**src/rtl/pwm_multi_ch.sv**
```systemverilog
// rtl/pwm_multi_ch.sv - multi-channel PWM generator with shared prescaled time base and boundary-loaded shadows
module pwm_multi_ch #(
    parameter int CH        = 4,
    parameter int R         = 8,
    parameter int TimerBits = 15
) (
    input  logic                 clk,
    input  logic                 reset_n,
    input  logic [CH*R-1:0]      duty,
    input  logic [R-1:0]         period,
    input  logic [TimerBits-1:0] Final_Value,
    input  logic                 mode,
    input  logic [CH-1:0]        polarity,
    input  logic                 ready,
    output logic                 done,
    output logic                 cycle_start,
    output logic [CH-1:0]        pwm_out
);

    typedef enum logic {UP = 1'b0, DOWN = 1'b1} dir_t;

    localparam logic [R-1:0] ONE = R'(1);

    logic [TimerBits-1:0] pre_cnt;
    logic                 tick;
    logic [R-1:0]         cnt;
    logic [R-1:0]         cnt_nxt;
    dir_t                 dir;
    dir_t                 dir_nxt;
    logic                 boundary;

    logic [R-1:0]         duty_sh [CH];
    logic [R-1:0]         period_sh;
    logic                 mode_sh;
    logic [CH-1:0]        polarity_sh;

    // Terminal value is used live; >= keeps the count from running the full range
    // if Final_Value is lowered below the current count.
    assign tick = (pre_cnt >= Final_Value);

    // Free-running prescaler producing one tick every Final_Value+1 clocks.
    always_ff @(posedge clk or negedge reset_n) begin
        if (!reset_n) begin
            pre_cnt <= '0;
        end else if (tick) begin
            pre_cnt <= '0;
        end else begin
            pre_cnt <= pre_cnt + 1'b1;
        end
    end

    // Period counter state register: count value and direction.
    always_ff @(posedge clk or negedge reset_n) begin
        if (!reset_n) begin
            cnt <= '0;
            dir <= UP;
        end else begin
            cnt <= cnt_nxt;
            dir <= dir_nxt;
        end
    end

    // Next count/direction and cycle-boundary detection for both counting modes.
    always_comb begin
        cnt_nxt  = cnt;
        dir_nxt  = dir;
        boundary = 1'b0;
        if (tick) begin
            if (period_sh == '0) begin
                boundary = 1'b1;
            end else if (!mode_sh) begin
                if (cnt >= period_sh) begin
                    boundary = 1'b1;
                end else begin
                    cnt_nxt = cnt + ONE;
                end
            end else if (dir == UP) begin
                if (cnt >= period_sh) begin
                    // With P = 1 the down leg is empty, so the top is also the boundary.
                    if (period_sh == ONE) begin
                        boundary = 1'b1;
                    end else begin
                        dir_nxt = DOWN;
                        cnt_nxt = cnt - ONE;
                    end
                end else begin
                    cnt_nxt = cnt + ONE;
                end
            end else begin
                if (cnt <= ONE) begin
                    boundary = 1'b1;
                end else begin
                    cnt_nxt = cnt - ONE;
                end
            end
            // Every cycle restarts at 0 counting up, which also covers a mode change.
            if (boundary) begin
                cnt_nxt = '0;
                dir_nxt = UP;
            end
        end
    end

    // Shadow registers, loaded only on a boundary tick with a pending write.
    always_ff @(posedge clk or negedge reset_n) begin
        if (!reset_n) begin
            for (int i = 0; i < CH; i++) begin
                duty_sh[i] <= '0;
            end
            period_sh   <= '0;
            mode_sh     <= 1'b0;
            polarity_sh <= '0;
        end else if (boundary && ready) begin
            for (int i = 0; i < CH; i++) begin
                duty_sh[i] <= duty[i*R +: R];
            end
            period_sh   <= period;
            mode_sh     <= mode;
            polarity_sh <= polarity;
        end
    end

    // Single-clock status pulses following the boundary tick.
    always_ff @(posedge clk or negedge reset_n) begin
        if (!reset_n) begin
            cycle_start <= 1'b0;
            done        <= 1'b0;
        end else begin
            cycle_start <= boundary;
            done        <= boundary && ready;
        end
    end

    // Registered compare per channel; output lags the counter by one clock.
    always_ff @(posedge clk or negedge reset_n) begin
        if (!reset_n) begin
            pwm_out <= '0;
        end else begin
            for (int i = 0; i < CH; i++) begin
                pwm_out[i] <= polarity_sh[i] ^ (cnt < duty_sh[i]);
            end
        end
    end

endmodule

```
**config.mk**
```make
export PLATFORM = sky130hd
export DESIGN_NAME = pwm_multi_ch
export DESIGN_NICKNAME = d
export VERILOG_FILES = /design/src/rtl/pwm_multi_ch.sv
export SDC_FILE = /design/constraint.sdc
export NUM_CORES = 1
export LEC_CHECK = 0
export CELL_PAD_IN_SITES_DETAIL_PLACEMENT = 0
export CELL_PAD_IN_SITES_GLOBAL_PLACEMENT = 1
export CORE_ASPECT_RATIO = 0.5
export CORE_UTILIZATION = 25
export DETAILED_ROUTE_END_ITERATION = 7
export GPL_ROUTABILITY_DRIVEN = 0
export PLACE_DENSITY_LB_ADDON = 0.1
export SYNTH_ARGS = -nofsm -noshare
export SYNTH_HDL_FRONTEND = slang
export SYNTH_SLANG_ARGS = --single-unit
```
**constraint.sdc**
```tcl
create_clock -name clk -period 3.43 [get_ports clk]
set_clock_uncertainty 0.2 [all_clocks]
set_input_delay 1.029 -clock clk [delete_from_list [all_inputs] [get_ports clk]]
set_output_delay 1.029 -clock clk [all_outputs]
set_load 0.02 [all_outputs]
```
==> qor.yml <==
global_routing:
  grt_overflow: 0
  grt_max_degree: 47
  grt_pass1_vias: 3652
  grt_pass1_wl_mm: 19.1
  track_usage: 0.127
  antenna_found_initial: 1
synth:
  synthTopCellsByArea: "dfrtp_1 (40%), ha_1 (15%), mux2_4 (12%)"
  syn-instance-count: 432
  syn_nets: 550
  ys_ff_latch: 75
  synthFlopType: "dfrtp_1"
  yosysTopAreaCell: "dfrtp_1"
  synth_common_cells: "dfrtp_1 (75), inv_1 (56), ha_1 (55), mux2_4 (39), nor2_1 (24)"
  synth_top_area_frac: 0.396
  yosys_warnings: 0
  avgSynthCellArea_um2: 11.0
  async_flop_share: 1.00
  synth_area_mm2: 0.00474
  synthMostInstantiatedCell: "dfrtp_1"
  synth_cell_types: 44
  synth-edff-count: 0
  ys_seq_area_frac: 0.396
floorplan:
  die_w_um: 197
  initial_core_util: 0.256
  io_pins: 69
  die_height_um: 99.4
  row_count: 35
  core_area_mm2: 0.0185
  die_area_mm2: 0.0195
timing:
  setup_violations: 0
  slew_headroom: 0.641
  hold_viol: 0
  max_freq_ghz: 0.303
  slew_viol_final: 0
  period_share: 0.962
  period_needed_ps: 3300
  rsz0062_at_grt: "no"
  worst_slew_pin_slew_ps: 535
clocking:
  cts_tree: "done"
  ctsHoldBuffers: 0
  cts-buffers-inserted: 9
  clk_latency_ps: 340
  clk_pin_slew_ps: 60
  cts_buffer_depth: 2
  cts_root_buf: "clkbuf_16"
  htree_num_levels: 3
  cts_num_sinks: 75
layout:
  drive_gt1_frac: 0.181
  stdcell_count: 790
  syn_to_final_growth_pct: 32.8
  nets: 643
  fillers: 1918
worst_setup_path:
  endpoint: "period_sh[4]"
  critPathRequiredTime_ps: 3450
  r2r_start: "period_sh[6]"
  worst_setup_path_end_kind: "flip-flop"
  reg2reg_slack_ps: 630
  cp_max_fo: 10
  worstReg2RegEnd: "period_sh[1]"
  reg2regPathDepth: 10
  path_class: "in2reg"
  worst_setup_path_start_kind: "input port"
  cp-startpoint: "Final_Value[2]"
  cp.arrival_ps: 3320
detailed_routing:
  drtIter0Drc: 130
  first_pass_iters: 4
  drc_errors: 0
  drt_wl_total_mm: 11.7
  vias: 3356
  antenna_left: 0
  viasPerCell: 4.25
  wl_per_cell_um: 14.8
power:
  power_leakage_nw: 3.05
  totalPowerFinal_mw: 2.48
  max-vdd-ir-drop_mv: 0.176
  powerDensity_mw_per_mm2: 393
run_status:
  outcome: "finished clean"
flow_run:
  maxCapViolCount: 0
placement:
  placed_cells: 769
  hpwl_mm: 8.32
  port_buffers: 68
worst_hold_path:
  hold_start: "polarity_sh[2]"
  worst_hold_path_type: "reg2reg"
==> sequential cells by signal (all words and copies together), names as in the netlist <==
name,flops
pre_cnt,15
cycle_start,1
done,1
mode_sh,1
cnt,8
dir,1
period_sh,8
duty_sh,32
pwm_out,4
polarity_sh,4
==> cells by family (layout without fill, tap and decap cells) <==
group / after synthesis / after routing / share of synthesized area
AO/OA/AOI/OAI: 77 / 77 / 0.119
XOR/XNOR: 18 / 18 / 0.0333
adder cells (fa/ha/maj): 55 / 55 / 0.145
buffers and inverters: 67 / 165 / 0.0652
flip-flops: 75 / 75 / 0.396
multiplexers: 46 / 46 / 0.140
other: 0 / 1 / 0
AND/OR/NAND/NOR: 94 / 94 / 0.101
==> how the worst min path moves through the flow <==
stage	endpoint	cells after the start
6_report	pwm_out[2]	1
3_3_place_gp	pwm_out[2]	1
2_1_floorplan	pwm_out[0]	1
5_1_grt	pwm_out[0]	1
4_1_cts	pwm_out[2]	1
3_5_place_dp	pwm_out[2]	1
==> report_power, final <==
part	total (mW)	internal [mW]	switching, mW
clock	0.952	0.573	0.380
sequential	1.04	0.962	0.0799
combinational	0.482	0.263	0.219
==> per-stage QoR <==
step,util,setup WS [ps],TNS (ps),hold slack [ps],cell area (um^2)
global route,0.340,7.94,0,274,6290
finish,0.341,129,0,251,6290
floorplan,-,236,0,236,4740
CTS,0.336,24.0,0,256,6200
detailed placement,0.317,-385,-20570,248,5850
global placement,0.317,-377,-21030,250,5850
==> critical path, stage by stage <==
cell and delay (ps):
clkdlybuf4s50_1 450, inv_1 40, ha_1 280, buf_4 110
nand2_1 50, nor4_2 250, nor2_1 60, a31oi_1 180
buf_4 160, o211ai_4 80, buf_12 160, clkbuf_16 180
mux2_4 290
==> layout by cell type, fill, tap and decap left out, types with 13 or more instances in the layout <==
cell / n
inv_1: 56
nor2_1: 24
buf_4: 18
dfrtp_1: 75
nand3_1: 15
o21ai_0: 15
ha_1: 54
clkdlybuf4s50_1: 67
nand2_1: 14
mux2_4: 39
xor2_1: 13
==> repair_timing <==
action,in CTS,in global routing
buffers inserted,1,0
gates resized for setup,2,6
cloned,1,2
endpoints found under the setup margin,3,50
pin swaps,1,2
==> per-layer routing <==
layer / vias to the layer above / track usage / part of all wire
li1: 1697 / - / -
met1: 1599 / 0.176 / 0.53
met2: 49 / 0.198 / 0.43
met3: 11 / 0.0329 / 0.033
met4: 0 / 0.0322 / 0.0087
met5: - / 0 / 0
==> final cells by class <==
type | count | area, um^2 | area share
multi-input combinational | 290 | 2580 | 0.410
sequential | 75 | 1880 | 0.298
timing repair buffer | 93 | 998 | 0.159
tap | 259 | 324 | 0.0515
clock buffer | 14 | 284 | 0.0451
inverter | 56 | 210 | 0.0334
clock inverter | 2 | 16.3 | 0.00258
antenna | 1 | 2.50 | 0.000398
No activity file was read; power rests on OpenSTA's default activity.
